==> config.mk <==
export PLATFORM = sky130hd
export DESIGN_NAME = wb16_master
export DESIGN_NICKNAME = d
export VERILOG_FILES = /design/src/rtl/wb16_master.sv
export SDC_FILE = /design/constraint.sdc
export NUM_CORES = 1
export LEC_CHECK = 0
export ABC_AREA = 1
export CAP_MARGIN = 30
export CELL_PAD_IN_SITES_DETAIL_PLACEMENT = 1
export CELL_PAD_IN_SITES_GLOBAL_PLACEMENT = 1
export CORE_AREA = 2 2 153 155
export DETAILED_ROUTE_END_ITERATION = 8
export DIE_AREA = 0 0 155 157
export GPL_ROUTABILITY_DRIVEN = 1
export PLACE_DENSITY_LB_ADDON = 0.12
export SLEW_MARGIN = 10
export SYNTH_ARGS = -nofsm -noshare
export SYNTH_HDL_FRONTEND = slang
export SYNTH_SLANG_ARGS = --single-unit
export TNS_END_PERCENT = 20
==> constraint.sdc <==
create_clock -name clk_i -period 1.51 [get_ports clk_i]
set_input_delay 0.302 -clock clk_i [delete_from_list [all_inputs] [get_ports clk_i]]
set_output_delay 0.302 -clock clk_i [all_outputs]
set_load 0.02 [all_outputs]
==> src/rtl/wb16_master.sv <==
// wb16_master: Wishbone classic-cycle initiator on a 16-bit bus; 8/16/32-bit big-endian loads/stores.
// Define WB16_MASTER_TIMEOUT_EN to build the per-beat ack timeout (limit set by TIMEOUT_CYCLES).
module wb16_master #(
  parameter int TIMEOUT_CYCLES = 64
) (
  input  logic        clk_i,
  input  logic        rst_i,
  input  logic        req_valid_i,
  output logic        req_ready_o,
  input  logic        req_we_i,
  input  logic [1:0]  req_size_i,
  input  logic [31:0] req_addr_i,
  input  logic [31:0] req_wdata_i,
  output logic        rsp_valid_o,
  output logic [31:0] rsp_rdata_o,
  output logic        rsp_err_o,
  output logic [31:0] wb_adr_o,
  output logic [15:0] wb_dat_o,
  input  logic [15:0] wb_dat_i,
  output logic [1:0]  wb_sel_o,
  output logic        wb_we_o,
  output logic        wb_cyc_o,
  output logic        wb_stb_o,
  input  logic        wb_ack_i
);

  // Handshake: a request transfers on the rising clk_i edge where req_valid_i & req_ready_o are
  // both high; rsp_valid_o is a one-cycle pulse with no backpressure, rsp_* qualified by it.

  localparam logic [2:0] ST_IDLE  = 3'd0;
  localparam logic [2:0] ST_BEAT0 = 3'd1;
  localparam logic [2:0] ST_GAP   = 3'd2;
  localparam logic [2:0] ST_BEAT1 = 3'd3;
  localparam logic [2:0] ST_RESP  = 3'd4;

  logic [2:0]  state_q;
  logic [2:0]  state_d;
  logic        we_q;
  logic [1:0]  size_q;
  logic [31:2] addr_hi_q;
  logic        addr_b0_q;
  logic [15:0] wdata_lo_q;
  logic [15:0] beat0_q;

  logic        accept;
  logic        misaligned;
  logic        ack_ok;
  logic        tmo_hit;
  logic        rsp_err_d;
  logic [31:0] rsp_rdata_d;
  logic [15:0] b0_dat_d;
  logic [1:0]  b0_sel_d;

  assign accept = req_valid_i & req_ready_o;
  // Acks seen while stb is low (stale registered acks) never advance the FSM.
  assign ack_ok = wb_ack_i & wb_stb_o;

  // size 1x is a word (11 aliases 10); bytes can never be misaligned.
  always_comb begin
    misaligned = 1'b0;
    if (req_size_i[1]) misaligned = (req_addr_i[1:0] != 2'b00);
    else if (req_size_i[0]) misaligned = req_addr_i[0];
  end

  // First-beat lane select and write data, derived straight from the incoming request.
  always_comb begin
    b0_sel_d = 2'b11;
    b0_dat_d = req_wdata_i[15:0];
    if (req_size_i[1]) begin
      b0_dat_d = req_wdata_i[31:16];
    end else if (!req_size_i[0]) begin
      b0_sel_d = req_addr_i[0] ? 2'b01 : 2'b10;
      b0_dat_d = {2{req_wdata_i[7:0]}};
    end
  end

  always_comb begin
    state_d     = state_q;
    rsp_err_d   = 1'b0;
    rsp_rdata_d = '0;
    case (state_q)
      ST_IDLE: begin
        if (accept) begin
          if (misaligned) begin
            state_d   = ST_RESP;
            rsp_err_d = 1'b1;
          end else begin
            state_d = ST_BEAT0;
          end
        end
      end
      ST_BEAT0: begin
        if (ack_ok) begin
          if (size_q[1]) begin
            state_d = ST_GAP;
          end else begin
            state_d = ST_RESP;
            if (!we_q) begin
              if (size_q[0]) rsp_rdata_d = {16'h0000, wb_dat_i};
              else rsp_rdata_d = {24'h000000, addr_b0_q ? wb_dat_i[7:0] : wb_dat_i[15:8]};
            end
          end
        end else if (tmo_hit) begin
          state_d   = ST_RESP;
          rsp_err_d = 1'b1;
        end
      end
      ST_GAP: begin
        state_d = ST_BEAT1;
      end
      ST_BEAT1: begin
        if (ack_ok) begin
          state_d = ST_RESP;
          if (!we_q) rsp_rdata_d = {beat0_q, wb_dat_i};
        end else if (tmo_hit) begin
          state_d   = ST_RESP;
          rsp_err_d = 1'b1;
        end
      end
      ST_RESP: begin
        state_d = ST_IDLE;
      end
      default: begin
        state_d = ST_IDLE;
      end
    endcase
  end

  // Every output is registered from the next state so the bus is glitch-free and stable under stb.
  always_ff @(posedge clk_i) begin
    if (!rst_i) begin
      state_q     <= ST_IDLE;
      req_ready_o <= 1'b0;
      rsp_valid_o <= 1'b0;
      rsp_rdata_o <= '0;
      rsp_err_o   <= 1'b0;
      wb_adr_o    <= '0;
      wb_dat_o    <= '0;
      wb_sel_o    <= '0;
      wb_we_o     <= 1'b0;
      wb_cyc_o    <= 1'b0;
      wb_stb_o    <= 1'b0;
      we_q        <= 1'b0;
      size_q      <= '0;
      addr_hi_q   <= '0;
      addr_b0_q   <= 1'b0;
      wdata_lo_q  <= '0;
      beat0_q     <= '0;
    end else begin
      state_q     <= state_d;
      req_ready_o <= (state_d == ST_IDLE);
      wb_cyc_o    <= (state_d == ST_BEAT0) || (state_d == ST_GAP) || (state_d == ST_BEAT1);
      wb_stb_o    <= (state_d == ST_BEAT0) || (state_d == ST_BEAT1);
      rsp_valid_o <= (state_d == ST_RESP);
      rsp_err_o   <= rsp_err_d;
      rsp_rdata_o <= rsp_rdata_d;

      if (accept) begin
        we_q       <= req_we_i;
        size_q     <= req_size_i;
        addr_hi_q  <= req_addr_i[31:2];
        addr_b0_q  <= req_addr_i[0];
        wdata_lo_q <= req_wdata_i[15:0];
      end

      if (accept && !misaligned) begin
        wb_adr_o <= {req_addr_i[31:1], 1'b0};
        wb_dat_o <= b0_dat_d;
        wb_sel_o <= b0_sel_d;
        wb_we_o  <= req_we_i;
      end

      if ((state_q == ST_BEAT0) && ack_ok) beat0_q <= wb_dat_i;

      // Second beat always carries the low half of the word at the odd halfword address.
      if (state_q == ST_GAP) begin
        wb_adr_o <= {addr_hi_q, 2'b10};
        wb_sel_o <= 2'b11;
        wb_dat_o <= wdata_lo_q;
      end

      if (state_d == ST_RESP) wb_we_o <= 1'b0;
    end
  end

`ifdef WB16_MASTER_TIMEOUT_EN
  localparam int CW = (TIMEOUT_CYCLES > 1) ? $clog2(TIMEOUT_CYCLES) : 1;

  logic [CW-1:0] tmo_cnt_q;

  // Counts stb cycles without ack; the last allowed cycle is TIMEOUT_CYCLES-1 and an ack there still wins.
  assign tmo_hit = wb_stb_o && (tmo_cnt_q == CW'(TIMEOUT_CYCLES - 1));

  always_ff @(posedge clk_i) begin
    if (!rst_i) begin
      tmo_cnt_q <= '0;
    end else if (state_d != state_q) begin
      tmo_cnt_q <= '0;
    end else if (wb_stb_o && !wb_ack_i) begin
      tmo_cnt_q <= tmo_cnt_q + 1'b1;
    end
  end
`else
  // Without the timeout build the master waits for ack indefinitely.
  assign tmo_hit = 1'b0 && (TIMEOUT_CYCLES > 0);
`endif

endmodule

=== After elaboration in Yosys (flattened, before gate mapping) ===
Cells that the tools add are included.

* Flip-flop bits (word level): 156
* Input port bits: 87
* Output and inout port bits: 88
* Logic and storage cells: 67

* Eq/ne operators: 7
* Multiplexer cells: 28
* Bitwise operators: 3
* Reduce and logical (&&, ||, !) cells: 12

{| class="wikitable"
|+ Operator list
! kind !! number
|-
| 16-bit 2-to-1 mux || 8
|-
| 32-bit 2-to-1 mux || 4
|-
| 32-bit one-hot mux with 2 select lines || 1
|-
| 3-bit 2-to-1 mux || 5
|-
| 3-bit by 2-bit equality test with 1-bit output, second input constant || 4
|-
| 3-bit one-hot mux with 4 select lines || 1
|-
| 2-bit 2-to-1 mux || 5
|-
| 8-bit 2-to-1 mux || 1
|-
| 3-bit by 1-bit equality test with 1-bit output, second input constant || 2
|-
| 3-bit zero test || 2
|-
| 2-bit nonzero test || 2
|-
| 3-bit equality test, second input constant || 1
|-
| 1-bit logical OR || 3
|-
| 1-bit 2-to-1 mux || 3
|-
| 3-bit AND reduction || 1
|-
| 1-bit AND || 2
|-
| 1-bit logical AND || 2
|-
| 2-bit OR reduction || 1
|-
| 1-bit zero test || 1
|-
| 1-bit NOT || 1
|}

=== Longest topological paths before layout ===
Gate-level depths: netlist (run 1).

* Word-level depth: 8
* Depth in mapped cells: 9
* Depth with buffers taken out: 8

=== Worst setup path after synthesis (run 1) ===
Ideal clock, no wire load.

* Path type: flip-flop to flip-flop
* Start: register req_ready_o
* End: register wb_dat_o[13]
* Library setup time: 116 ps
* Data arrival time: 1,208 ps
* Required time: 1,394 ps
* Setup slack: 187 ps
* Stages on the path, launching flop included: 9
* Path buffers: 1
* Period minus slack after synthesis: 1,323 ps
* Cell sequence: dfxtp_1 -> nand2_2 -> inv_2 -> nand2_4 -> nand2_4 -> inv_4 -> buf_2 -> nor2_1 -> nor2_1

* Longest elaborated chain between the ends: 3

{| class="wikitable"
|+ RTL lines
! item !! RTL line !! source
|-
| start, declared || 9 || <nowiki>output logic req_ready_o,</nowiki>
|-
| start signal, assigned || 151 || <nowiki>req_ready_o <= (state_d == ST_IDLE);</nowiki>
|-
| 1-bit AND || 54 || <nowiki>assign accept = req_valid_i & req_ready_o;</nowiki>
|-
| 1-bit logical AND || 166 || <nowiki>if (accept && !misaligned) begin</nowiki>
|-
| 2-bit nonzero test (no source line) || - ||
|-
| end signal, assigned || 168 || <nowiki>wb_dat_o <= b0_dat_d;</nowiki>
|-
| end signal, assigned || 179 || <nowiki>wb_dat_o <= wdata_lo_q;</nowiki>
|-
| end, declared || 18 || <nowiki>output logic [15:0] wb_dat_o,</nowiki>
|}

Every way passes these cells.
A chain may end at the register's enable or synchronous reset.

=== Final worst setup path (run 1) ===
* Start: register wb_adr_o[23]
* End: output wb_adr_o[23]

{| class="wikitable"
|+ RTL lines
! item !! RTL line !! source
|-
| start, declared || 17 || <nowiki>output logic [31:0] wb_adr_o,</nowiki>
|-
| start signal, assigned || 167 || <nowiki>wb_adr_o <= {req_addr_i[31:1], 1'b0};</nowiki>
|-
| start signal, assigned || 177 || <nowiki>wb_adr_o <= {addr_hi_q, 2'b10};</nowiki>
|}

No word-level cell between the ends.

==> flow_summary.json, run 1 <==
{
  "status": "finished clean",
  "ys_warn_count": 0,
  "area_growth_pct": 45.5,
  "path_cells": "dlygate4sd2_1",
  "grt_use_met2": 0.298,
  "period_minus_slack_ns": 1.44,
  "synth-compound-area-share": 0.147,
  "drc": 0,
  "clk_pin_slew_ns": 0.07,
  "ant_nets": 0,
  "syn_nets": 932,
  "synth_xor_area_frac": 0,
  "crit_arrival_ns": 1.14,
  "clock_skew_ns": 0.0129,
  "ys_top_cells_by_count": "168 x nor2_1, 161 x nand2_1, 156 x dfxtp_1",
  "cts_tree": "done",
  "synth.avg_cell_area_sq_um": 7.36,
  "drive_gt1_frac": 0.102,
  "first_pass_iters": 4,
  "synthMostInstantiatedCell": "nor2_1",
  "die_height_um": 157,
  "synthTopCellsByArea": "dfxtp_1 50%, nor2_1 10%, nand2_1 9.7%, o21ai_0 9.4%, a21oi_1 3.5%",
  "cts_buffer_depth": 2,
  "synthMuxAreaShare": 0,
  "async_flop_share": 0,
  "dieArea_sq_mm": 0.0243,
  "r2r_end": "wb_adr_o[13]",
  "crit_path_end_kind": "output port",
  "syn_area_sq_mm": 0.00622,
  "min_path_type": "in -> reg",
  "vias_per_cell": 4.53,
  "grt_util_all_layers": 0.172,
  "worstSetupStartpointType": "flop",
  "hold_path_end": "rsp_rdata_o[31]",
  "cts-root-buf": "clkbuf_16",
  "path_buf_inv": 1,
  "regToRegSetupSlack_ns": 0.10,
  "yosysTopAreaCell": "dfxtp_1",
  "drv_cap": 0,
  "clk_latency_ns": 0.42,
  "row_count": 55,
  "synth_top_area_share": 0.502,
  "antenna_found_initial": 0,
  "finalHoldWorstSlack_ns": 0.257,
  "die_x_um": 155,
  "grt_max_degree": 65,
  "wl_per_cell_um": 15.4,
  "worst_path_largest_cell_delay_ns": 0.37,
  "seq_area_frac_synth": 0.502,
  "cts_buffers": 17,
  "cp.required_ns": 1.21,
  "worstHoldStart": "rst_i",
  "coreArea_sq_mm": 0.0225,
  "critPathTopFamily": "flip-flops",
  "finalHoldViolations": 0,
  "grtUsageMet3": 0.0388,
  "fmax_mhz": 692,
  "ys_types": 33,
  "cp_slowest_cell": "dfxtp_1",
  "synth_edf_count": 0,
  "synth-seq-cells": 156,
  "num_antenna_cells": 0,
  "nNetsFinal": 1118,
  "crit_type": "reg -> out",
  "synth_top_family_by_area": "simple AND/OR/NAND/NOR gates",
  "rsz0062_at_grt": "yes",
  "r2r_cells": 8,
  "setup_viol": 0,
  "synthSimpleGateAreaFrac": 0.273,
  "fin_area_sq_mm": 0.00905,
  "power_per_cell_area_mw_per_mm2": 1130,
  "port_buffers": 173,
  "timing.setup.tns_ns": 0,
  "grt_pass1_wl_mm": 33.0,
  "finalCritPeriodShare": 0.957,
  "htree_levels": 4,
  "met1_usage": 0.217,
  "synthAdderAreaFrac": 0,
  "leakage_nw": 4.12,
  "synth_ff_type": "dfxtp_1",
  "crit_fanout": 2,
  "drtIter0Drc": 211,
  "wl_mm": 20.5,
  "synthCells": 845,
  "ir_worst_vdd_v": 0.000749,
  "dp_hpwl_mm": 14.2,
  "nFillCells": 2753,
  "initial_core_util": 0.277,
  "grt_pass1_vias": 6159,
  "r2r-start": "state_q[1]",
  "gr-total-overflow": 0,
  "slew_viol_final": 0,
  "gp_congestion": 0.736,
  "placed_area_sq_mm": 0.00851,
  "top_usage_layer": "met2",
  "ios": 175,
  "clock_sinks": 156,
  "min_delay_path_depth": 5,
  "vias": 6027
}
## metrics by stage
step | std cells | worst slack (ns) | util | power, W
global placement | 1295 | -0.269 | 0.378 | 0.00590
global route | 1329 | -0.00742 | 0.402 | 0.0108
CTS | 1327 | 0.0267 | 0.401 | 0.0104
floorplan | 845 | 0.187 | - | 0.00518
finish | 1329 | 0.0654 | 0.402 | 0.0103
detailed placement | 1295 | -0.273 | 0.378 | 0.00592
## power by group
group          total, W  switching (W)  internal (W)  leakage [nW]
sequential      0.00442      0.0000941       0.00433          1.27
clock           0.00452        0.00198       0.00253         0.297
combinational   0.00132       0.000737      0.000581          2.55
total            0.0103        0.00282       0.00744          4.12
## cell type report
class                      instances  area [sq um]  area share
sequential                       156          3120       0.345
multi-input combinational        585          2640       0.291
timing repair buffer             221          2120       0.234
clock buffer                      17           425      0.0470
tap                              285           357      0.0394
inverter                          50           203      0.0224
clock inverter                    15           191      0.0211
## flip-flops by register name, indices dropped and copies added (netlist names), 2 cells and up
signal,cells
state_q,3
wb_adr_o,31
size_q,2
wdata_lo_q,16
wb_dat_o,16
beat0_q,16
rsp_rdata_o,32
addr_hi_q,30
wb_sel_o,2
## logic make-up (layout without fill, tap and decap cells)
logic type             after synthesis  in the layout
buffers and inverters              105            303
AND/OR/NAND/NOR                    403            404
flip-flops                         156            156
other                                1              1
AO/OA/AOI/OAI                      180            180
## worst max path at each step
stage | startpoint | end | slack, ns | cells past startpoint
5_1_grt | state_q[1] | wb_adr_o[16] | -0.007 | 8
6_report | wb_adr_o[23] | wb_adr_o[23] | 0.07 | 1
4_1_cts | req_ready_o | req_ready_o | 0.03 | 1
3_5_place_dp | req_size_i[1] | wb_dat_o[8] | -0.27 | 9
2_1_floorplan | req_ready_o | wb_dat_o[13] | 0.19 | 8
3_3_place_gp | req_size_i[1] | wb_dat_o[8] | -0.27 | 9
## per-layer routing
metal  vias to the layer above  part of all wire
met4                         0            0.0068
met3                         8             0.037
li1                       3084                 -
met5                         -                 0
met2                       114              0.49
met1                      2821              0.47
## cell usage in the layout, fill, tap and decap left out, types with 4 or more instances in the layout
master and count:
or2_0 4, buf_4 38, nor2_1 168, nand2_2 4, inv_1 42, nor3b_1 7
buf_12 11, inv_2 6, clkbuf_16 17, o21ai_1 14, nand4_1 10, nor3_1 16
or2_2 4, dlygate4sd2_1 87, nand3_1 20, nand2_1 161, clkdlybuf4s50_1 85, inv_8 5
inv_6 4, dfxtp_1 156, o21ai_0 117, a21oi_1 43
## what timing repair did
action | 4_1_cts | 5_1_grt
resized for setup | 87 | 5
hold buffers | 0 | 0
buffers inserted | 0 | 1
gates cloned | 0 | 1
pin swaps | 0 | 2
endpoints found under the setup margin | 87 | 23
Note: power is estimated with default switching activity, not from simulation.
==> run 2, diff against run 1 <==
clock period = 1.4 ns   (was 1.51 ns; I/O delays follow)
==> flow_summary.json, run 2 (synthesized netlist as in run 1, its figures left out) <==
{
  "regToRegSetupSlack_ns": 0.03,
  "timing.setup.tns_ns": 0,
  "drv_cap": 0,
  "cts-root-buf": "clkbuf_16",
  "r2r_cells": 8,
  "crit_fanout": 13,
  "drtIter0Drc": 232,
  "ios": 175,
  "dieArea_sq_mm": 0.0243,
  "path_buf_inv": 3,
  "first_pass_iters": 5,
  "antenna_found_initial": 1,
  "largest_register_ffs": 32,
  "grt_util_all_layers": 0.169,
  "setup_viol": 0,
  "grt_pass1_vias": 6026,
  "cp_slowest_cell": "dfxtp_2",
  "crit_start": "state_q[1]",
  "clock_sinks": 156,
  "grt_max_degree": 67,
  "worstSetupStartpointType": "flop",
  "register_area_sq_mm": 0.00313,
  "clk_pin_slew_ns": 0.07,
  "cts_buffer_depth": 2,
  "holdBufCountCts": 0,
  "slew_viol_final": 0,
  "finalHoldViolations": 0,
  "die_height_um": 157,
  "row_count": 55,
  "port_buffers": 173,
  "drc": 0,
  "area_growth_pct": 48.0,
  "largest_registers": "rsp_rdata_o x32, wb_adr_o x31, addr_hi_q x30",
  "wl_per_cell_um": 15.5,
  "cp.required_ns": 1.72,
  "multi_input_area_sq_mm": 0.00270,
  "initial_core_util": 0.277,
  "finalCritPeriodShare": 0.980,
  "pre_cts_ws_ns": -0.372,
  "leakage_nw": 3.97,
  "die_x_um": 155,
  "vias_per_cell": 4.55,
  "cts_buffers": 17,
  "gr-total-overflow": 0,
  "period_minus_slack_ns": 1.37,
  "rsz0062_at_grt": "yes",
  "fmax_mhz": 729,
  "clock_skew_ns": 0.0129,
  "worst_path_largest_cell_delay_ns": 0.34,
  "worst_slack_ns": 0.0281,
  "crit_type": "reg -> reg",
  "dp_hpwl_mm": 14.1,
  "path_cells": "inv_2 > nor2_4 > nand2_8 > nand2_8 > inv_8 > clkbuf_16 > nor2_1 > nor2_1",
  "min_path_type": "in -> reg",
  "critPathTopFamily": "simple AND/OR/NAND/NOR gates",
  "power_per_cell_area_mw_per_mm2": 1180,
  "r2r-start": "state_q[1]",
  "status": "finished clean",
  "clk_latency_ns": 0.43,
  "ant_nets": 0,
  "r2r_end": "wb_dat_o[15]",
  "worstHoldStart": "rst_i",
  "critPathCapture": "wb_dat_o[15]",
  "cts_tree": "done",
  "drive_gt1_frac": 0.160,
  "path_depth": 8,
  "coreArea_sq_mm": 0.0225,
  "num_antenna_cells": 0,
  "grt_pass1_wl_mm": 32.2,
  "mostFrequentLayoutCell": "nand2_1",
  "ir_worst_vdd_v": 0.000621,
  "wl_mm": 20.7,
  "crit_path_end_kind": "flop",
  "gp_congestion": 0.746,
  "vias": 6066,
  "nNetsFinal": 1123,
  "htree_levels": 4,
  "nFillCells": 2719,
  "final_cell_mix": "160 x nand2_1, 154 x dfxtp_1, 143 x nor2_1",
  "crit_arrival_ns": 1.69,
  "top_register": "rsp_rdata_o"
}
## run 2: final cells by class
class	count	area share
Timing Repair Buffer	227	0.242
Sequential cell	156	0.339
Inverter	50	0.0226
Clock inverter	13	0.0144
Multi-Input combinational cell	584	0.294
Tap cell	285	0.0387
Clock buffer	19	0.0492
## run 2: worst min path at each step
stage                       to  slack, ns  cells past startpoint
6_report       rsp_rdata_o[31]       0.23                      5
2_1_floorplan  rsp_rdata_o[31]       0.42                      2
5_1_grt        rsp_rdata_o[31]       0.24                      5
3_3_place_gp   rsp_rdata_o[24]       0.43                      2
3_5_place_dp   rsp_rdata_o[30]       0.44                      2
4_1_cts        rsp_rdata_o[31]       0.21                      5
## run 2: where the power goes
group          switching, W  total (W)  leakage, nW  internal, W
Clock               0.00200    0.00458        0.274      0.00258
Combinational      0.000825    0.00149         2.42     0.000661
Sequential         0.000106    0.00478         1.27      0.00467
## run 2: worst min-delay path, delay by kind of cell
family | cells | cell delay (ns)
buf+inv | 2 | 0.19
simple gates | 3 | 0.15
## run 2: what timing repair did
item / in CTS / in global routing
buffers inserted: 0 / 2
resized for setup: 121 / 99
pin swaps: 0 / 11
setup endpoints to repair: 87 / 104
gates cloned: 0 / 4
## run 2: per-stage QoR
stage	total power (W)	hold WS, ns	cell area, sq um	std cells	util
after floorplan	0.00559	0.419	6220	845	-
after global placement	0.00637	0.432	8530	1296	0.379
after detailed placement	0.00638	0.437	8530	1296	0.379
after CTS	0.0109	0.214	9040	1328	0.402
after global routing	0.0114	0.236	9210	1334	0.409
final	0.0108	0.226	9210	1334	0.409
## run 2: routing by layer
metal | wire length [um] | GRT usage | up-vias
met3 | 803 | 0.0377 | 18
met1 | 9650 | 0.215 | 2837
met5 | 8 | 0 | -
met4 | 276 | 0.0489 | 2
met2 | 9950 | 0.287 | 121
li1 | - | - | 3088
==> run 3, diff against run 2 <==
CORE_AREA = 2 2 124 157   (was 2 2 153 155)
DIE_AREA = 0 0 126 159   (was 0 0 155 157)
PLACE_DENSITY_LB_ADDON = 0.25   (was 0.12)
==> flow_summary.json, run 3 (synthesized netlist as in run 1, its figures left out) <==
{
  "status": "finished clean",
  "setup_viol": 0,
  "port_buffers": 173,
  "vias_per_cell": 4.85,
  "top_register": "rsp_rdata_o",
  "row_count": 56,
  "clk_pin_slew_ns": 0.06,
  "crit_fanout": 23,
  "htree_levels": 4,
  "mostFrequentLayoutCell": "nor2_1",
  "register_area_sq_mm": 0.00313,
  "pwr-share-seq": 0.431,
  "ir_worst_vdd_v": 0.000868,
  "placed_area_sq_mm": 0.00833,
  "period_minus_slack_ns": 1.38,
  "drc": 0,
  "initial_core_util": 0.336,
  "leakage_nw": 3.93,
  "first_pass_iters": 4,
  "drv_cap": 0,
  "wl_mm": 19.8,
  "grt_util_all_layers": 0.197,
  "gr-total-overflow": 0,
  "worst_pin_slew_ns": 0.571,
  "sw_frac_of_total": 0.250,
  "grt_pass1_wl_mm": 31.9,
  "grt_max_degree": 59,
  "crit_arrival_ns": 1.69,
  "holdBufCountCts": 0,
  "area_growth_pct": 43.8,
  "drive_gt1_frac": 0.118,
  "p_sw_w": 0.00278,
  "cts_tree": "done",
  "finalCritPeriodShare": 0.985,
  "p_total_w": 0.0111,
  "clock_skew_ns": 0.0172,
  "num_antenna_cells": 0,
  "dp_hpwl_mm": 13.6,
  "worst_path_largest_cell_delay_ns": 0.55,
  "min_path_type": "in -> reg",
  "cp.required_ns": 1.71,
  "grt_pass1_vias": 6215,
  "stdcell_count": 1266,
  "largest_register_ffs": 32,
  "worst_slack_ns": 0.0209,
  "maxSlewHeadroom": 0.619,
  "cts_buffers": 17,
  "timing.setup.tns_ns": 0,
  "coreArea_sq_mm": 0.0185,
  "finalHoldViolations": 0,
  "pre_cts_ws_ns": -0.522,
  "internal_power_w": 0.00831,
  "vias": 6142,
  "cts-root-buf": "clkbuf_16",
  "fmax_mhz": 725,
  "slew_viol_final": 0,
  "crit_type": "in -> reg",
  "clk_latency_ns": 0.43,
  "nFillCells": 2254,
  "wl_per_cell_um": 15.7,
  "die_height_um": 159,
  "clock_sinks": 156,
  "nNetsFinal": 1110,
  "power_frac_comb": 0.130,
  "largest_registers": "rsp_rdata_o x32, wb_adr_o x31, addr_hi_q x30",
  "path_cells": "clkdlybuf4s50_1 > nand2_1 > nand2_1 > nand2_2 > nand2_4 > nand2_8 > buf_12 > o21ai_0 > nor2_1",
  "crit_path_end_kind": "flop",
  "die_x_um": 126,
  "multi_input_area_sq_mm": 0.00263,
  "worstSetupStartpointType": "input port",
  "cts_buffer_depth": 2,
  "fin_area_sq_mm": 0.00895,
  "rsz0062_at_grt": "yes",
  "crit_path_frequent_cell": "nand2_1",
  "gp_congestion": 0.792,
  "antenna_found_initial": 0,
  "drtIter0Drc": 210,
  "ant_nets": 0,
  "final_cell_mix": "166 x nor2_1, 160 x nand2_1, 155 x dfxtp_1",
  "placed_cells": 1234,
  "power_per_cell_area_mw_per_mm2": 1240,
  "cp_slowest_cell": "clkdlybuf4s50_1",
  "ios": 175,
  "dieArea_sq_mm": 0.0200,
  "pwr-share-clk": 0.439
}
## run 3: power by group through the flow
stage / registers, W / logic (W) / clock network (W)
after floorplan: 0.00498 / 0.000608 / 0
after global placement: 0.00487 / 0.00145 / 0
after detailed placement: 0.00488 / 0.00147 / 0
after CTS: 0.00478 / 0.00143 / 0.00496
after global routing: 0.00480 / 0.00159 / 0.00516
final: 0.00478 / 0.00144 / 0.00487
## run 3: path summary, 6_finish.rpt
check	from	slack (ns)	cells past startpoint	endpoint
setup / recovery	req_size_i[1]	0.02	9	wb_adr_o[21]
hold reg to reg	addr_hi_q[16]	0.45	2	addr_hi_q[16]
setup reg to reg	state_q[1]	0.04	8	req_ready_o
hold / removal	rst_i	0.24	5	rsp_rdata_o[31]
## run 3: what timing repair did
| item | in CTS | in global routing |
|---|---|---|
| setup endpoints to repair | 134 | 96 |
| pin swaps | 0 | 6 |
| buffers inserted | 0 | 2 |
| gates resized for setup | 131 | 67 |
## run 3: routing by layer
| metal | global-route usage | wire length, um | vias up |
|---|---|---|---|
| met3 | 0.0420 | 888 | 32 |
| met2 | 0.336 | 9810 | 158 |
| met1 | 0.243 | 8710 | 2886 |
| li1 | - | - | 3066 |
| met5 | 0 | 0 | - |
| met4 | 0.0729 | 439 | 0 |
## run 3: cell type report
cell class              instances  share of cell area
repair buffers                214               0.232
multi-input cells             584               0.294
clock buffers                  19              0.0495
inverters                      50              0.0233
flip-flops and latches        156               0.349
well taps                     232              0.0324
clock inverters                11              0.0190
## run 3: stage by stage
stage / util / hold slack (ns)
final: 0.484 / 0.239
after global routing: 0.484 / 0.279
after CTS: 0.481 / 0.237
after detailed placement: 0.450 / 0.438
after global placement: 0.450 / 0.429
after floorplan: - / 0.419
## run 3: worst max-delay path: cells and delay by family
kind | cells | cell delay, ns
AOI/OAI and AO/OA | 1 | 0.16
buffers and inverters | 2 | 0.72
and+or+nand+nor | 6 | 0.51
